File: src/rtl/adder4_pkg.sv
// Shared constants and types for the registered 4-bit adder.
package adder4_pkg;

   // Operand width. The carry network and the ripple chain are written for 4 bits only.
   localparam int ADDER4_W = 4;

   // Registered result, packed as {cout, ovf, sum}.
   typedef struct packed {
      logic                cout;
      logic                ovf;
      logic [ADDER4_W-1:0] sum;
   } result_t;

endpackage : adder4_pkg

File: src/rtl/adder4_unit_full_adder.sv
// One-bit full adder. It is the ripple-chain building block of adder4_unit.
module full_adder (
   input  logic a,
   input  logic b,
   input  logic ci,
   output logic s,
   output logic co
);

   assign s  = a ^ b ^ ci;
   assign co = (a & b) | (ci & (a ^ b));

endmodule : full_adder

File: src/rtl/adder4_unit.sv
// Registered 4-bit adder with carry-in, carry-out and signed-overflow flag.
// There is one cycle of latency, and the result is captured under in_valid.
// Build option: `define ADDER4_CLA_EN selects a carry-lookahead core.
// Without it, the core is a ripple chain of full_adder instances.
// Both cores give identical results.
module adder4_unit
   import adder4_pkg::*;
#(
   parameter int WIDTH = ADDER4_W
) (
   input  logic             clk,
   input  logic             rst,
   input  logic             in_valid,
   input  logic [WIDTH-1:0] a,
   input  logic [WIDTH-1:0] b,
   input  logic             cin,
   output logic             out_valid,
   output logic [WIDTH-1:0] sum,
   output logic             cout,
   output logic             ovf
);

   // c[i] is the carry into bit i. c[0] is cin and c[4] is the carry out of bit 3.
   logic [ADDER4_W:0]   c;
   logic [ADDER4_W-1:0] s;

   result_t res_d, res_q;
   logic    out_valid_d, out_valid_q;

   assign c[0] = cin;

`ifdef ADDER4_CLA_EN
   logic [ADDER4_W-1:0] g, p;

   assign g = a & b;
   assign p = a ^ b;

   // Every carry is a flat sum-of-products of g, p and cin, so no carry waits on another.
   assign c[1] = g[0] | (p[0] & cin);
   assign c[2] = g[1] | (p[1] & g[0]) | (p[1] & p[0] & cin);
   assign c[3] = g[2] | (p[2] & g[1]) | (p[2] & p[1] & g[0])
               | (p[2] & p[1] & p[0] & cin);
   assign c[4] = g[3] | (p[3] & g[2]) | (p[3] & p[2] & g[1])
               | (p[3] & p[2] & p[1] & g[0]) | (p[3] & p[2] & p[1] & p[0] & cin);

   assign s = p ^ c[ADDER4_W-1:0];
`else
   // The carry out of each stage feeds the carry in of the next stage.
   for (genvar i = 0; i < ADDER4_W; i++) begin : g_ripple
      full_adder u_fa (
         .a  (a[i]),
         .b  (b[i]),
         .ci (c[i]),
         .s  (s[i]),
         .co (c[i+1])
      );
   end
`endif

   // Build the next-state result and valid from the core output.
   // Overflow is the carry into the sign bit XOR the carry out of the sign bit.
   always_comb begin
      // NOTE: every signal written here gets a default first, so no path infers a latch.
      res_d       = res_q;
      out_valid_d = in_valid;
      if (in_valid) begin
         res_d.sum  = s;
         res_d.cout = c[ADDER4_W];
         res_d.ovf  = c[ADDER4_W] ^ c[ADDER4_W-1];
      end
   end

   // Output register with synchronous reset. Reset has priority over in_valid.
   always_ff @(posedge clk) begin
      // NOTE: state is updated with non-blocking assignments, so every register samples pre-edge values.
      if (rst) begin
         res_q       <= '0;
         out_valid_q <= 1'b0;
      end else begin
         res_q       <= res_d;
         out_valid_q <= out_valid_d;
      end
   end

   assign out_valid = out_valid_q;
   assign sum       = res_q.sum;
   assign cout      = res_q.cout;
   assign ovf       = res_q.ovf;

endmodule : adder4_unit

File: config.mk
export PLATFORM = sky130hd
export DESIGN_NAME = adder4_unit
export DESIGN_NICKNAME = d
export VERILOG_FILES = /design/src/rtl/adder4_pkg.sv /design/src/rtl/adder4_unit_full_adder.sv /design/src/rtl/adder4_unit.sv
export SDC_FILE = /design/constraint.sdc
export NUM_CORES = 1
export LEC_CHECK = 0
export CORE_AREA = 2 2 39 41
export CTS_BUF_LIST = sky130_fd_sc_hd__clkbuf_16
export CTS_CLUSTER_SIZE = 8
export DETAILED_ROUTE_END_ITERATION = 10
export DIE_AREA = 0 0 41 43
export GPL_TIMING_DRIVEN = 0
export HOLD_SLACK_MARGIN = 0.02
export PLACE_DENSITY = 0.6
export SLEW_MARGIN = 20
export SYNTH_ARGS = -nofsm -noshare
export SYNTH_HDL_FRONTEND = slang
export SYNTH_SLANG_ARGS = --single-unit
File: constraint.sdc
create_clock -name clk -period 2.7 [get_ports clk]
set_input_delay 0.54 -clock clk [delete_from_list [all_inputs] [get_ports clk]]
set_output_delay 0.54 -clock clk [all_outputs]
set_load 0.05 [all_outputs]
==> flow_metrics.py, run 1 <==
metrics = {
    "clock_network": {
        "cts_setup_buffers": 0,
        "tritoncts": "yes",
        "cts_resized": 0,
        "cts_buffers": 3,
        "cts-root-buf": "clkbuf_16",
        "clock_latency_ns": 0.23,
        "cts_sinks": 7,
        "hold_buffers": 0,
        "htreeDepth": 1,
        "path_clk_slew_ns": 0.04,
        "cts.path.max_buffers": 2,
    },
    "detailed_routing": {
        "drt_wl_total_um": 668,
        "drc": 0,
        "avgRoutedWirePerCell_um": 9.543,
        "num_vias": 283,
        "viasPerCell": 4.043,
        "ant_nets": 0,
        "firstDrtPassIters": 1,
        "first_iter_violations": 0,
    },
    "critical_path": {
        "worstPathRequired_ns": 2.84,
        "slowest_stage": "clkdlybuf4s50_1",
        "start_kind": "input port",
        "path_depth": 9,
        "timing.rr.start": "ovf$_SDFFE_PP0P_",
        "endpoint_kind": "flip-flop",
        "critPathCapture": "sum[3]$_SDFFE_PP0P_",
        "cp_top_family": "adder cells",
        "crit_buf_inv": 4,
        "reg2reg_slack_ns": 2.02,
        "critPathMaxStageDelay_ns": 0.43,
        "setup.worst_path.start": "a[0]",
        "cp_cell_sequence": "clkdlybuf4s50_1 > fa_1 > inv_1 > fa_1 > inv_1 > fa_2 > inv_1 > fa_1 > a211oi_1",
        "arrival_ns": 2.72,
        "critical_path_class": "in2reg",
        "ff2ff_path_depth": 2,
        "crit_path_max_fanout": 2,
        "r2r_end": "ovf$_SDFFE_PP0P_",
    },
    "pwr": {
        "p_int_uw": 352.4,
        "p_sw_share_pct": 24.93,
        "combinationalPowerShare_pct": 22.0,
        "leakagePower_uw": 0.0002813,
        "clock_power_share_pct": 52.9,
        "powerDensity_nw_per_um2": 744.4,
        "power.switching_uw": 117.0,
        "ir_worst_vdd_mv": 0.3927,
        "power.total_uw": 469.4,
        "seq_power_share_pct": 25.1,
    },
    "final_layout": {
        "drive_gt1_share_pct": 12.96,
        "fin_nets": 71,
        "final_cell_mix": "clkdlybuf4s50_1, inv_1, dfxtp_1",
        "layout_commonest_cell": "clkdlybuf4s50_1",
        "insertedDiodeCount": 0,
        "instances_no_fill": 70,
        "areaGrowthSynthToFinish_pct": 75.61,
    },
    "logic_synthesis": {
        "syn_area_per_cell_um2": 10.88,
        "ys_ff_latch": 7,
        "synthCells": 33,
        "synth_area_um2": 359.1,
        "ys_warn_count": 0,
        "ys_seq_area_share_pct": 39.02,
        "syn_nets": 49,
        "synth_cell_types": 12,
    },
    "floorplan": {
        "die_h_um": 43,
        "rows": 14,
        "io_pins": 19,
        "core-area_um2": 1384,
        "initial_utilization_pct": 25.95,
        "die_area_um2": 1763,
        "die_w_um": 41,
    },
    "timing": {
        "setup_tns_ns": 0,
        "worst_pin_slew_ns": 0.4949,
        "drv_slew": 0,
        "final.setup.worst_slack_ns": 0.1204,
        "period_needed_ns": 2.580,
        "setup_violations": 0,
        "grt_setup_unrepaired": "false",
        "maxSlewHeadroom_pct": 66.90,
        "fmax_mhz": 387.7,
        "finalHoldViolCount": 0,
        "skew_ns": 0,
        "fin_crit_sh_pct": 95.54,
    },
    "placed_design": {
        "placed_cells": 66,
        "place_congestion": 0.6575,
        "numPortBuffers": 17,
        "dp_hpwl_um": 531.7,
        "place_ws_ns": -0.1978,
    },
    "job": {
        "drv_cap": 0,
    },
    "global_route": {
        "grt_pass1_wl_um": 1200,
        "grt.overflow.total": 0,
        "grt_max_degree": 11,
        "grt_pass1_vias": 295,
        "antenna_found_initial": 0,
        "grt_use_total_pct": 11.30,
    },
    "hold_path": {
        "hp-class": "reg2reg",
    },
    "status": {
        "outcome": "complete, no violations",
    },
}
==> cell type report <==
cell class                 instances  area, um^2
buffer                             1       11.26
inverter                           7       26.28
clock inverter                     1       3.754
fill                             149       753.2
multi-input combinational         18       183.9
timing repair buffer              17       170.2
tap                               16       20.02
clock buffer                       3       75.07
sequential                         7       140.1
==> tightest hold or removal path: stages, from the launching register on <==
cell and delay [ns]:
dfxtp_1 0.30, nor2_1 0.08, a211oi_1 0.05
==> stage by stage <==
stage                     hold WS (ns)  utilization, %  area [um^2]
after global routing            0.5102           45.57        630.6
final                           0.4729           45.57        630.6
after CTS                       0.4762           45.39        628.1
after global placement          0.4667           39.69        549.3
after detailed placement        0.4742           39.69        549.3
after floorplan                 0.6082               -        359.1
==> worst min path at each step <==
stage	start	to	slack, ns	cells after the start
6_report	sum[1]$_SDFFE_PP0P_	sum[1]$_SDFFE_PP0P_	0.47	2
5_1_grt	sum[1]$_SDFFE_PP0P_	sum[1]$_SDFFE_PP0P_	0.51	2
4_1_cts	sum[1]$_SDFFE_PP0P_	sum[1]$_SDFFE_PP0P_	0.48	2
3_5_place_dp	sum[1]$_SDFFE_PP0P_	sum[1]$_SDFFE_PP0P_	0.47	2
3_3_place_gp	sum[1]$_SDFFE_PP0P_	sum[1]$_SDFFE_PP0P_	0.47	2
2_1_floorplan	rst	out_valid$_SDFF_PP0_	0.61	1
==> metal layers <==
| layer | vias to the layer above | global-route usage, % | wire, um |
|---|---|---|---|
| met3 | 3 | 9.424 | 62 |
| met1 | 124 | 11.44 | 285 |
| li1 | 145 | - | - |
| met4 | 0 | 8.000 | 14 |
| met5 | - | 0 | 0 |
| met2 | 11 | 14.69 | 305 |
==> cell families (layout without fill, tap and decap cells) <==
logic type	count (synthesis)	after routing	synth area share, %
buffers and inverters	8	29	10.45
flip-flops	7	7	39.02
AND/OR/NAND/NOR	7	7	11.85
adder cells (fa/ha/maj)	4	4	22.30
AO/OA/AOI/OAI	4	4	8.363
multiplexers	2	2	5.575
XOR/XNOR	1	1	2.439
==> state kept, by name, indices dropped and copies added, names as in the netlist <==
register   cells
cout           1
out_valid      1
ovf            1
sum            4
==> Yosys cell counts <==
cell      number  area [um^2]
dfxtp_1        7        140.1
a21o_1         1        7.510
inv_1          7        26.28
xnor2_1        1        8.760
fa_1           4        80.08
mux2i_1        2        20.02
nor2b_4        1        13.76
nor3b_1        1        7.510
a211oi_1       3        22.52
nor2_1         4        15.01
nor2_2         1        6.260
buf_6          1        11.26
==> power by group through the flow <==
stage                     Combinational (uW)  Clock (uW)  Sequential, uW
after floorplan                         30.0           0             152
after global placement                   103           0             119
after detailed placement                 105           0             120
after CTS                                105         256             118
after global routing                     114         266             119
final                                    103         248             118
(Power assumes the default switching activity.)
==> run 2, diff against run 1 <==
--- a/config.mk
+++ b/config.mk
@@ -10,6 +10,7 @@
 export CTS_CLUSTER_SIZE = 8
 export DETAILED_ROUTE_END_ITERATION = 10
 export DIE_AREA = 0 0 41 43
+export GPL_ROUTABILITY_DRIVEN = 0
 export GPL_TIMING_DRIVEN = 0
 export HOLD_SLACK_MARGIN = 0.02
 export PLACE_DENSITY = 0.6
==> constraint.sdc (replaced) <==
create_clock -name clk -period 2.9 [get_ports clk]
set_input_delay 0.58 -clock clk [delete_from_list [all_inputs] [get_ports clk]]
set_output_delay 0.58 -clock clk [all_outputs]
set_load 0.05 [all_outputs]
==> flow_metrics.py, run 2 (same netlist as run 1, synthesis figures left out) <==
metrics = {
    "status": {
        "outcome": "complete, no violations",
    },
    "timing": {
        "fmax_mhz": 373.3,
        "final.setup.worst_slack_ns": 0.2214,
        "worst_pin_slew_ns": 0.4949,
        "period_needed_ns": 2.679,
        "setup_violations": 0,
        "maxSlewHeadroom_pct": 66.90,
        "skew_ns": 0,
        "grt_setup_unrepaired": "false",
        "drv_slew": 0,
        "finalHoldViolCount": 0,
        "holdWs_ns": 0.4729,
        "fin_crit_sh_pct": 92.37,
    },
    "critical_path": {
        "timing.rr.start": "ovf$_SDFFE_PP0P_",
        "reg2reg_slack_ns": 2.22,
        "arrival_ns": 2.82,
        "setup.worst_path.start": "a[0]",
        "worstPathRequired_ns": 3.04,
        "crit_path_max_fanout": 2,
        "start_kind": "input port",
        "critical_path_class": "in2reg",
        "endpoint_kind": "flip-flop",
    },
    "final_layout": {
        "final_cell_mix": "clkdlybuf4s50_1, inv_1, dfxtp_1",
        "fin_nets": 71,
        "insertedDiodeCount": 0,
        "largest_reg_flops": 4,
        "instances_no_fill": 70,
        "areaGrowthSynthToFinish_pct": 74.91,
        "layout_commonest_cell": "clkdlybuf4s50_1",
        "drive_gt1_share_pct": 11.11,
        "fin_util_pct": 45.39,
    },
    "floorplan": {
        "core-area_um2": 1384,
        "die_area_um2": 1763,
        "die_h_um": 43,
        "rows": 14,
        "die_w_um": 41,
        "initial_utilization_pct": 25.95,
        "io_pins": 19,
    },
    "job": {
        "drv_cap": 0,
    },
    "pwr": {
        "ir_worst_vdd_mv": 0.3649,
        "leakagePower_uw": 0.0002821,
        "power.total_uw": 436.4,
        "powerDensity_nw_per_um2": 694.7,
    },
    "clock_network": {
        "htreeDepth": 1,
        "cts-root-buf": "clkbuf_16",
        "tritoncts": "yes",
        "cts_setup_buffers": 0,
        "cts_resized": 0,
        "cts.path.max_buffers": 2,
        "clock_latency_ns": 0.23,
        "path_clk_slew_ns": 0.04,
        "cts_sinks": 7,
        "cts_buffers": 3,
        "hold_buffers": 0,
    },
    "hold_path": {
        "hp-class": "reg2reg",
        "min-delay-start": "sum[1]$_SDFFE_PP0P_",
    },
    "detailed_routing": {
        "firstDrtPassIters": 1,
        "num_vias": 283,
        "drc": 0,
        "drt_wl_total_um": 667,
        "viasPerCell": 4.043,
        "first_iter_violations": 0,
        "avgRoutedWirePerCell_um": 9.529,
        "ant_nets": 0,
    },
    "placed_design": {
        "placed_cells": 66,
        "dp_hpwl_um": 531.7,
        "numPortBuffers": 17,
        "place_ws_ns": -0.03778,
    },
    "global_route": {
        "grt_pass1_vias": 295,
        "grt.overflow.total": 0,
        "antenna_found_initial": 0,
        "grt_max_degree": 11,
        "grt_pass1_wl_um": 1200,
        "grt_use_total_pct": 11.30,
    },
}
## run 2: cell count changes in the layout (fill, tap and decap cells not counted)
cell,change
fa_1,+1
fa_2,-1
## run 2: cell type report
class                   count  area [um^2]
flip-flops and latches      7        140.1
fillers                   150        755.7
clock inverters             1        3.754
inverters                   7        26.28
clock buffers               3        75.07
plain buffers               1        11.26
multi-input cells          18        181.4
well taps                  16        20.02
repair buffers             17        170.2
## run 2: routing by layer
layer  up-vias  global-route usage [%]  wire length (um)
li1        145                       -                 -
met1       124                   11.44               285
met2        11                   14.69               304
met3         3                   9.424                62
met4         0                   8.000                14
met5         -                       0                 0
## run 2: final timing paths
kind                    endpoint  cells after the start
min reg2reg  sum[1]$_SDFFE_PP0P_                      2
max          sum[3]$_SDFFE_PP0P_                      9
min          sum[1]$_SDFFE_PP0P_                      2
max reg2reg     ovf$_SDFFE_PP0P_                      2
## run 2: report_power, final
group	internal (uW)	switching, uW	leakage (uW)
registers	106	3.90	0.0000581
logic	42.8	53.0	0.000182
clock network	179	51.7	0.0000423
total	328	109	0.000282
## run 2: worst max-delay path, cell delays in order
cell	delay, ns
clkdlybuf4s50_1	0.43
fa_1	0.42
inv_1	0.07
fa_1	0.16
inv_1	0.05
fa_1	0.40
inv_1	0.08
fa_1	0.41
a211oi_1	0.22
## run 2: stage by stage
step	instance area, um^2	setup TNS [ns]
after floorplan	359.1	0
after global placement	549.3	0
after detailed placement	549.3	-0.03778
after CTS	628.1	0
after global routing	628.1	0
final	628.1	0
